### src/rtl/pipe_ctrl.sv
// Pipeline hazard controller: per-register stall/flush decode, exception redirect
// sequencing (RUN/WAIT/FLUSH/HOLD) and a consecutive-stall watchdog.
module pipe_ctrl #(
  parameter int unsigned STALL_LIMIT = 1023
) (
  input  logic        clk,
  input  logic        rst,
  input  logic        streq_if,
  input  logic        streq_id,
  input  logic        streq_ex,
  input  logic        streq_mem,
  input  logic        exc_flag,
  input  logic [31:0] exc_pc,
  output logic [4:0]  stall,
  output logic [4:0]  flush,
  output logic        flush_pc_en,
  output logic [31:0] flush_pc,
  output logic        stall_to
);

  typedef enum logic [1:0] {RUN, WAIT, FLUSH, HOLD} state_t;

  localparam logic [15:0] LIMIT = 16'(STALL_LIMIT);

  state_t      state_q, state_d;
  logic [31:0] epc_q, epc_d;
  logic [15:0] cnt_q, cnt_d;
  logic        stall_to_q, stall_to_d;

  logic [4:0]  dec_stall, dec_flush;
  logic [4:0]  stall_raw, flush_raw;
  logic        fpe_raw;
  logic [31:0] fpc_raw;

  // Deepest requester wins: everything at or above it holds, the register below gets a bubble.
  always_comb begin
    dec_stall = 5'b00000;
    dec_flush = 5'b00000;
    if (streq_mem) begin
      dec_stall = 5'b01111;
      dec_flush = 5'b10000;
    end else if (streq_ex) begin
      dec_stall = 5'b00111;
      dec_flush = 5'b01000;
    end else if (streq_id) begin
      dec_stall = 5'b00011;
      dec_flush = 5'b00100;
    end else if (streq_if) begin
      dec_stall = 5'b00001;
      dec_flush = 5'b00010;
    end
  end

  always_comb begin
    state_d   = state_q;
    epc_d     = epc_q;
    stall_raw = 5'b00000;
    flush_raw = 5'b00000;
    fpe_raw   = 1'b0;
    fpc_raw   = 32'h0;
    case (state_q)
      RUN: begin
        if (exc_flag) begin
          stall_raw = 5'b11111;
          epc_d     = exc_pc;
          state_d   = streq_mem ? WAIT : FLUSH;
        end else begin
          stall_raw = dec_stall;
          flush_raw = dec_flush;
        end
      end
      WAIT: begin
        // Freeze until the in-flight data access drains; later exceptions are ignored.
        stall_raw = 5'b11111;
        if (!streq_mem) state_d = FLUSH;
      end
      FLUSH: begin
        flush_raw = 5'b11111;
        fpe_raw   = 1'b1;
        fpc_raw   = epc_q;
        state_d   = HOLD;
      end
      HOLD: begin
        stall_raw = dec_stall;
        flush_raw = dec_flush;
        state_d   = RUN;
      end
      default: state_d = RUN;
    endcase
  end

  assign stall       = rst ? stall_raw : 5'b00000;
  assign flush       = rst ? flush_raw : 5'b00000;
  assign flush_pc_en = rst ? fpe_raw   : 1'b0;
  assign flush_pc    = rst ? fpc_raw   : 32'h0;
  assign stall_to    = stall_to_q;

  always_comb begin
    if (stall == 5'b00000)  cnt_d = 16'h0;
    else if (cnt_q >= LIMIT) cnt_d = LIMIT;
    else                     cnt_d = cnt_q + 16'h1;
    stall_to_d = (cnt_q != LIMIT) && (cnt_d == LIMIT);
  end

  always_ff @(posedge clk or negedge rst) begin
    if (!rst) begin
      state_q    <= RUN;
      epc_q      <= 32'h0;
      cnt_q      <= 16'h0;
      stall_to_q <= 1'b0;
    end else begin
      state_q    <= state_d;
      epc_q      <= epc_d;
      cnt_q      <= cnt_d;
      stall_to_q <= stall_to_d;
    end
  end

endmodule

### config.mk
export PLATFORM = sky130hd
export DESIGN_NAME = pipe_ctrl
export DESIGN_NICKNAME = d
export VERILOG_FILES = /design/src/rtl/pipe_ctrl.sv
export SDC_FILE = /design/constraint.sdc
export NUM_CORES = 1
export LEC_CHECK = 0
export ABC_AREA = 1
export CAP_MARGIN = 20
export CORE_MARGIN = 5
export CORE_UTILIZATION = 49
export CTS_CLUSTER_SIZE = 12
export DETAILED_ROUTE_END_ITERATION = 10
export PLACE_DENSITY = 0.91
export SETUP_SLACK_MARGIN = 0.5
export SLEW_MARGIN = 10
export SYNTH_ARGS = -nofsm -noshare
export SYNTH_HDL_FRONTEND = slang
export SYNTH_SLANG_ARGS = --single-unit
### constraint.sdc
create_clock -name clk -period 2.8 [get_ports clk]
set_clock_uncertainty 0.1 [all_clocks]
set_input_delay 0.28 -clock clk [delete_from_list [all_inputs] [get_ports clk]]
set_output_delay 0.28 -clock clk [all_outputs]
set_load 0.03 [all_outputs]
==> summary.md <==
| Metric | Value |
|---|---|
| Layout cells sized above 1 | 16.51% |
| Antenna diode count | 0 |
| Switching share of power | 44.81% |
| Maximum fanout count along the critical path | 5 |
| Kind of start point of the critical path | register |
| Count of unique library cells instantiated by Yosys | 27 |
| Post-synth ARST share | 100.0% |
| Final Hold Fails | 0 |
| Transition time at the pin with the least slew margin | 0.8891 ns |
| Class of the most critical setup path | reg -> out |
| Min-Delay Path Depth | 2 |
| Clock slew seen by the registers of the worst setup and hold paths | 0.09 ns |
| Height of the die | 81.98 µm |
| Cell chosen for the clock root | sky130_fd_sc_hd__clkbuf_8 |
| H-tree depth reported by CTS | 2 |
| Unrepaired setup endpoints after global routing | false |
| Max cap viols | 0 |
| Part of the total power dissipated in the clock network | 13.9% |
| CTS tree | done |
| Cell family with most CP delay | buffers and inverters |
| Routed WL per cell | 12.97 µm |
| Most area-hungry cell type in the Yosys netlist | sky130_fd_sc_hd__dfrtp_1 |
| Max-slew headroom at the worst pin | 40.73% |
| Post-synthesis sequential element count | 51 |
| Busiest layer in global routing | met2 |
| Dpl cells | 480 |
| GR Util met2 | 37.00% |
| Total net switching power | 1.573 mW |
| Series of cell instances along the critical path | buf_4 > buf_4 > ha_1 > inv_1 > nand2_1 > nand2_2 > inv_1 > dlygate4sd2_1 |
| Average via count per standard cell | 4.771 |
| Pin count of the biggest net entering global routing | 65 |
| Leading post-synthesis cells by instance count | 82 x sky130_fd_sc_hd__nor2_1, 57 x sky130_fd_sc_hd__inv_1, 51 x sky130_fd_sc_hd__dfrtp_1 |
| Crit-path slowest cell | sky130_fd_sc_hd__dfrtp_1 |
| Internal power summed over all cells | 1.937 mW |
| Cells on worst reg2reg path | 6 |
| Initial standard-cell utilization of the core | 50.02% |
| Die area | 6721 µm² |
| Number of cells on the critical path | 8 |
| Max Freq | 443.8 MHz |
| Setup TNS Final | 0 ns |
| Area of the core | 5075 µm² |
| Buffers and inverters on the worst path | 5 |
| Wire length of the first global-routing pass | 10380 µm |
| Data required time of the critical path | 2.42 ns |
| Insertion delay to the later sink of the worst-skew pair | 0.29 ns |
| Library cell with the highest instance count after synthesis | sky130_fd_sc_hd__nor2_1 |
| Number of enable flip-flop cells after synthesis | 0 |
| Net count reported at finish | 470 |
| Residual antenna-violating net count after detailed routing | 0 |
| Portion of total power attributed to sequential cells | 33.2% |
| Area added between synthesis and finish | 41.60% |
| Max clock buf depth | 2 |
| Path class of the lowest-slack min-delay path | reg -> reg |
| Top cells by area in the synthesized netlist | sky130_fd_sc_hd__dfrtp_1 50%, sky130_fd_sc_hd__nor2_1 12%, sky130_fd_sc_hd__inv_1 8.4% |
| Leakage Power | 1.935 nW |
| Area fraction of the dominant cell type after synthesis | 50.27% |
| Minimum period implied by the final worst setup slack | 2.253 ns |
| Overall overflow remaining after global route | 0 |
| Critical Path AT | 1.87 ns |
| Netlist area before placement | 2539 µm² |
| Worst voltage drop across the vdd grid | 0.0004849 V |
| Total power divided by cell area | 976.4 nW/µm² |
| Endpoint class of the critical path | primary output |
| Total number of clock tree sinks | 51 |
| Total CTS buffers | 5 |
| Final worst path period share | 80.48% |
| Number of port buffers | 82 |
| Post-synth top flop | sky130_fd_sc_hd__dfrtp_1 |
| Final non-filler cell total | 494 |
| First-pass iteration count of the detailed router | 4 |
| DRC | 0 |
| Result of the run | completed |
| Top-level port count | 83 |
| Avg Inst Size Synth | 7.740 µm² |
| Pre-CTS setup slack | 0.2176 ns |
| Syn. warnings | 0 |
| Global Route Usage Sum | 20.07% |
| Smallest setup slack after layout | 0.5467 ns |
| Iter 0 DRT Violations | 116 |
| Count of final max-slew check failures | 0 |
| Number of global-route vias before repair | 2421 |
| Initial antenna violation count | 0 |
| Combinational share of power | 52.9% |
| Width of the chip | 81.98 µm |
| Count of vias placed by the detailed router | 2357 |
| Count of final setup violators | 0 |
| Met1 routing resource usage after global routing | 22.22% |
| Cells after Synth | 328 |
| Final-layout worst hold slack | 0.4151 ns |
| Max incr delay on CP | 0.42 ns |
| Sum of internal, switching and leakage power | 3.510 mW |
| Global Route met3 Usage | 6.469% |
| HPWL after detailed placement | 4613 µm |
| Sequential cell area fraction in the yosys report | 50.27% |
| Total detailed-routing wirelength | 6406 µm |
| Final estimated routing congestion in global placement | 0.8546 |
| Cell row count | 26 |
==> area by class of cell <==
class	count	area (µm²)
clock buffer	6	72.57
inverter	62	232.7
timing repair buffer	94	864.6
tap	70	87.58
fill	428	1480
multi-input combinational	210	1031
sequential	51	1276
clock inverter	1	30.03
==> worst paths after layout <==
| path | startpoint | to | slack, ns |
|---|---|---|---|
| setup / recovery | state_q[0] | stall[4] | 0.55 |
| setup reg to reg | state_q[1] | epc_q[10] | 0.98 |
| hold reg to reg | epc_q[13] | epc_q[13] | 0.42 |
| hold / removal | epc_q[13] | epc_q[13] | 0.42 |
| min in group asynchronous | rst | cnt_q[4] | 0.50 |
| max in group asynchronous | rst | epc_q[0] | 1.13 |
==> cell usage in the layout, fill, tap and decap left out, types with 6 or more instances in the layout <==
cell type and n:
sky130_fd_sc_hd__nor2_1 82, sky130_fd_sc_hd__inv_1 56, sky130_fd_sc_hd__dfrtp_1 51, sky130_fd_sc_hd__nand2_1 40
sky130_fd_sc_hd__clkdlybuf4s50_1 38, sky130_fd_sc_hd__a21oi_1 37, sky130_fd_sc_hd__clkdlybuf4s15_2 17, sky130_fd_sc_hd__buf_4 11
sky130_fd_sc_hd__dlygate4sd2_1 10, sky130_fd_sc_hd__o21ai_0 9, sky130_fd_sc_hd__nand3_1 8, sky130_fd_sc_hd__clkbuf_2 8
sky130_fd_sc_hd__inv_2 6, sky130_fd_sc_hd__conb_1 6
==> cell families after synthesis <==
family | count (synthesis) | synth area share, %
simple gates | 144 | 24.20
buf+inv | 72 | 10.69
compound gates | 51 | 10.55
flops | 51 | 50.27
fa+ha+maj | 7 | 3.450
xor+xnor | 2 | 0.6901
other cells | 1 | 0.1477
==> per-stage QoR <==
stage | cell area [µm²] | utilization, %
after floorplan | 2557 | -
final | 3595 | 70.83
after global placement | 3460 | 68.17
after CTS | 3598 | 70.91
after detailed placement | 3460 | 68.17
after global routing | 3595 | 70.83
==> power groups by stage <==
stage          clock, mW  combinational [mW]  sequential [mW]
6_report           0.489                1.86             1.16
3_3_place_gp           0                1.82             1.16
3_5_place_dp           0                1.88             1.18
4_1_cts            0.500                1.81             1.17
5_1_grt            0.528                2.05             1.20
2_1_floorplan          0                1.22             1.15
==> per-layer routing <==
layer / vias to the layer above / part of all wire (%)
met4: 0 / 1.1
met5: - / 0
met3: 10 / 5.5
li1: 1167 / -
met1: 1121 / 39
met2: 59 / 54
==> sequential cells by signal, indices dropped and copies added (netlist names) <==
| name | count |
|---|---|
| stall_to | 1 |
| epc_q | 32 |
| state_q | 2 |
| cnt_q | 16 |
==> tightest hold or removal path, stage by stage (launching register included) <==
cell,delay (ns)
sky130_fd_sc_hd__dfrtp_1,0.33
sky130_fd_sc_hd__inv_1,0.05
sky130_fd_sc_hd__a21oi_1,0.10
==> repair_timing <==
action,in CTS,in global routing
setup endpoints to repair,41,62
pin swaps,0,0
resized for setup,97,28
setup buffers,0,4
endpoints found under the hold margin,10,0
cloned,0,0
hold buffers,3,0
No activity file was read; power rests on OpenSTA's default activity.
==> edit 1: new RTL, same settings <==
Set the parameter `STALL_LIMIT` to 512 (it was 1023).
--- a/src/rtl/pipe_ctrl.sv
+++ b/src/rtl/pipe_ctrl.sv
@@ -1,7 +1,7 @@
 // Pipeline hazard controller: per-register stall/flush decode, exception redirect
 // sequencing (RUN/WAIT/FLUSH/HOLD) and a consecutive-stall watchdog.
 module pipe_ctrl #(
-  parameter int unsigned STALL_LIMIT = 1023
+  parameter int unsigned STALL_LIMIT = 512
 ) (
   input  logic        clk,
   input  logic        rst,
Check against the original RTL: same outputs for any inputs over 10 cycles, from zero or initial values and one cycle with rst low; that may be too few to reach the edited logic, so the function may still have changed.
==> edit 1 against the original RTL <==
Hold slack got worse by 0.00053 ns. Sequential power decreased by 9%. Sequential cell count unchanged. Setup slack improved by 0.025 ns. Wire length decreased by 8.2%. Total power decreased by 10%. Largest cell class unchanged. Cell area decreased by 3.3%. Synthesized area decreased by 0.25%.
==> edit 1: results (changes against the original RTL) <==
----------------------------------------------------
[Route]
  Detailed-route wire length on metal 1 ... 2.30 mm (-8.6%)
  Drt initial violations ... 109 (-6.0%)
  Metal3 WL ... 415 um (+18%)
  Number of iterations in the first detailed-routing pass ... 5 (+1)
  Routed via count divided by cell count ... 4.71 (-1.3%)
  Routed len/inst ... 12.2 um (-5.7%)
  Routed met2 length ... 3.12 mm (-10%)

[Timing]
  Transition at the pin with the smallest max-transition slack ... 0.810 ns (-0.0794 ns)
  Final worst setup slack ... 0.571 ns (+0.0248 ns)

[Layout]
  Number of nets in the layout ... 457 (-2.8%)
  Layout fillers ... 423 (-1.2%)

[Synthesis]
  Number of unique standard cell types used by synthesis ... 28 (+3.7%)
  Syn Inst Count ... 319 (-2.7%)
  Leading cell types by count after synthesis ... 81 x sky130_fd_sc_hd__nor2_1, 61 x sky130_fd_sc_hd__inv_1, 51 x sky130_fd_sc_hd__dfrtp_1
  Register area share after synthesis ... 50.4% (+0.12 points)

[Outcome]
  Status ... complete, no violations

[Placed design]
  Worst Setup Slack post-DPL ... 0.188 ns (-0.0296 ns)
  Placed cell count ... 470 (-2.1%)
  Instance area after placement ... 0.00337 mm2 (-2.6%)
  Routability-driven placement congestion ratio ... 0.878 (+2.7%)

[Power and ir drop]
  Design internal power ... 1730 uW (-11%)
  Peak supply drop ... 598 uV (+23%)
  Clock-net power ... 413 uW (-16%)
  Sequential group share of total power ... 33.7% (+0.5 points)
  Leak Pwr ... 0.00193 uW (-0.44%)

[Critical path]
  Crit path max fanout ... 6 (+1)
  Arrival time worst endpoint ... 1.85 ns (-0.02 ns)
  Cell count of the worst reg-to-reg path ... 12 (+6)
  Setup slack on the worst flop-to-flop path ... 0.93 ns (-0.05 ns)

[Global routing]
  Met2 track demand over resource in global routing ... 32.7% (-4.3 points)
  Routing usage on met3 ... 6.69% (+0.22 points)
  GRT Util Overall ... 18.5% (-1.6 points)
  Vias in the first global route ... 2235 (-7.7%)
  Wire length of the first global-routing pass ... 9.57 mm (-7.8%)
  GR Layer Usage met1 ... 20.7% (-1.5 points)

[Hold path]
  Hold Crit Endpoint ... epc_q[19]
  Start point of the worst min-delay path ... epc_q[19]

[Clock tree]
  Quantity of gates resized following cts ... 39 (-60%)
  Clock slew at the register clock pins of the worst setup and hold paths ... 0.09 ns (about the same)

----------------------------------------------------
edit 1: cell count changes after synthesis, sizes merged, moves of 2 or more:
cell / delta
nand2: -12
o21ai: -5
nor2: -4
nor3: +4
xor2: +2
nand3: +4
or2: +2
edit 1: cell type report:
| class | count | area share, % |
|---|---|---|
| inverters | 63 | 6.81 |
| multi-input cells | 200 | 29.5 |
| well taps | 70 | 2.52 |
| clock buffers | 5 | 1.98 |
| repair buffers | 89 | 22.0 |
| flip-flops and latches | 51 | 36.7 |
| clock inverters | 3 | 0.540 |
edit 1: cell families (layout without fill, tap and decap cells):
kind of cell               after synthesis  in the layout  share of synthesized area (%)
AOI/OAI and AO/OA                       45             45                           9.14
other                                    1              6                          0.148
buffers and inverters                   73            160                           10.9
DFF                                     51             51                           50.4
xor gates and xnor gates                 3              3                           1.04
and+or+nand+nor                        138            138                           24.5
adders and majority gates                8              8                           3.95
==> edit 2: new RTL, same settings <==
Without the edit above. Re-encode `state_t` (4 states) as one-hot, 4 bits wide.
--- a/src/rtl/pipe_ctrl.sv
+++ b/src/rtl/pipe_ctrl.sv
@@ -18,7 +18,7 @@
   output logic        stall_to
 );
 
-  typedef enum logic [1:0] {RUN, WAIT, FLUSH, HOLD} state_t;
+  typedef enum logic [3:0] {RUN = 4'b0001, WAIT = 4'b0010, FLUSH = 4'b0100, HOLD = 4'b1000} state_t;
 
   localparam logic [15:0] LIMIT = 16'(STALL_LIMIT);
 
Function: same outputs for any inputs over 10 cycles, from zero or initial values and one cycle with rst low; not proved beyond that.
==> edit 2 against the original RTL <==
Largest cell class unchanged. Combinational power is 33% lower. Cell area down 2.0%. Synthesized area up 4.4%. Global-route usage decreased by 0.17 points. Setup slack better by 0.043 ns. Sequential cell count increased by 2. Total power is 12% lower. Wire length increased by 7.8%. Clock power increased by 8.8%. Core utilization decreased by 2.7 points. Highest routed layer unchanged.
==> edit 2: results (changes against the original RTL) <==
----------------------------------------------------
[Outcome]
  Status ... complete, no violations

[Placed design]
  Worst Setup Slack post-DPL ... 0.313 ns (+0.0953 ns)
  Routability-driven placement congestion ratio ... 0.844 (-1.2%)
  Instance area after placement ... 0.00355 mm2 (+2.7%)
  Number of I/O port buffers ... 82 (unchanged)
  Estimated wirelength of the detail-placed design ... 5.07 mm (+10%)

[Hold path]
  Worst min-delay path class ... reg -> reg

[Global routing]
  Vias in the first global route ... 2468 (+1.9%)
  Wire length of the first global-routing pass ... 11.5 mm (+11%)
  Largest net degree at the start of global routing ... 39 (-40%)
  GRT Util Overall ... 19.9% (-0.17 points)
  Initial antenna violation count ... 0 (unchanged)

[Power and ir drop]
  Leak Pwr ... 0.00183 uW (-5.5%)
  Peak supply drop ... 449 uV (-7.5%)

[Layout]
  Fraction of final layout cells with drive strength greater than 1 ... 19.4% (+2.9 points)
  Registers with the most flip-flops ... epc_q x32, cnt_q x16, state_q x4
  Number of nets in the layout ... 478 (+1.7%)

[Synthesis]
  Register area share after synthesis ... 50.1% (-0.20 points)
  Cell types occupying the most area after synthesis ... sky130_fd_sc_hd__dfrtp_1 49%, sky130_fd_sc_hd__nand2_1 23%, sky130_fd_sc_hd__nor2_1 6.8%
  Leading cell types by count after synthesis ... 159 x sky130_fd_sc_hd__nand2_1, 52 x sky130_fd_sc_hd__dfrtp_1, 48 x sky130_fd_sc_hd__nor2_1
  Number of unique standard cell types used by synthesis ... 36 (+33%)

[Critical path]
  Stage delay of the slowest cell on the critical path ... 0.43 ns
  Largest delay share family, worst path ... simple AND/OR/NAND/NOR gates
  Crit path max fanout ... 4 (-1)
  Arrival time worst endpoint ... 1.83 ns (-0.04 ns)

[Route]
  Drt initial violations ... 137 (+18%)
  Routed via count divided by cell count ... 5.06 (+5.9%)
  Total routed wirelength ... 6.90 mm (+7.8%)
  Number of iterations in the first detailed-routing pass ... 5 (+1)

[Clock tree]
  Root Driver ... sky130_fd_sc_hd__clkbuf_8
  Clock buffer count from CTS ... 5 (unchanged)
  H-Tree Depth ... 2 (unchanged)
  Post-CTS Setup Bufs ... 0 (unchanged)

[Timing]
  Remaining max-slew budget at the tightest pin ... 64.5% (+24 points)

----------------------------------------------------
## edit 2: cell types whose count changed after synthesis, moves of 5 or more
cell,delta
sky130_fd_sc_hd__buf_2,+8
sky130_fd_sc_hd__nor2_1,-34
sky130_fd_sc_hd__a21oi_1,-28
sky130_fd_sc_hd__ha_1,-6
sky130_fd_sc_hd__o21ai_0,-5
sky130_fd_sc_hd__inv_1,-44
sky130_fd_sc_hd__nand2_1,+118
## edit 2: layer usage
metal,up-vias,global-route usage [%],wire [um]
met4,0,5.41,119
met2,91,34.9,3600
met1,1223,24.0,2790
met5,-,0,0
met3,14,5.43,401
li1,1245,-,-
## edit 2: final cells by class
class                      count  area, um2
clock buffer                   6       82.6
clock inverter                 2       37.5
fill                         424       1650
inverter                      22       82.6
multi-input combinational    268       1210
sequential                    53       1330
tap                           70       87.6
timing repair buffer          88        689
## edit 2: timing repair
| action | CTS | global route |
|---|---|---|
| hold buffers | 1 | 0 |
| gates resized for setup | 105 | 62 |
| pin swaps | 0 | 0 |
| setup endpoints to repair | 38 | 38 |
| hold endpoints to repair | 14 | 0 |
## edit 2: power breakdown
part           switching (uW)  internal (uW)
combinational             811            441
clock                     241            291
sequential                214           1090
total                    1270           1820
## edit 2: cells by family (layout without fill, tap and decap cells)
logic type	Yosys count	in the layout	share of synthesized area (%)
other cells	1	6	0.141
xor+xnor	2	2	0.661
simple gates	236	236	37.9
buf+inv	35	118	5.43
fa+ha+maj	1	1	0.472
compound gates	23	23	5.29
flops	53	53	50.1
## edit 2: worst paths after layout
check                            from   endpoint  slack [ns]  cells past startpoint
min reg2reg                 epc_q[29]  epc_q[29]        0.38                      2
max in group asynchronous         rst  epc_q[19]        1.42                      4
max reg2reg                state_q[2]  epc_q[23]        0.80                      7
min in group asynchronous         rst   cnt_q[7]        0.42                      3
min                         epc_q[29]  epc_q[29]        0.38                      2
max                        state_q[1]   flush[3]        0.59                      7
## edit 2: worst register-to-register path, delay by kind of cell, from the launching register on
| family | cells | cell delay, ns |
|---|---|---|
| buffers and inverters | 2 | 0.67 |
| AND/OR/NAND/NOR | 5 | 0.65 |
| flip-flops | 1 | 0.47 |
## edit 2: per-stage QoR
step                      cells  utilization [%]  hold WS, ns  power, uW
after floorplan             356                -       -0.116       2170
after global placement      500             68.7        0.189       2510
after detailed placement    500             68.7        0.188       2580
after CTS                   509             71.5        0.382       3120
after global routing        509             68.1        0.396       3340
final                       509             68.1        0.376       3090
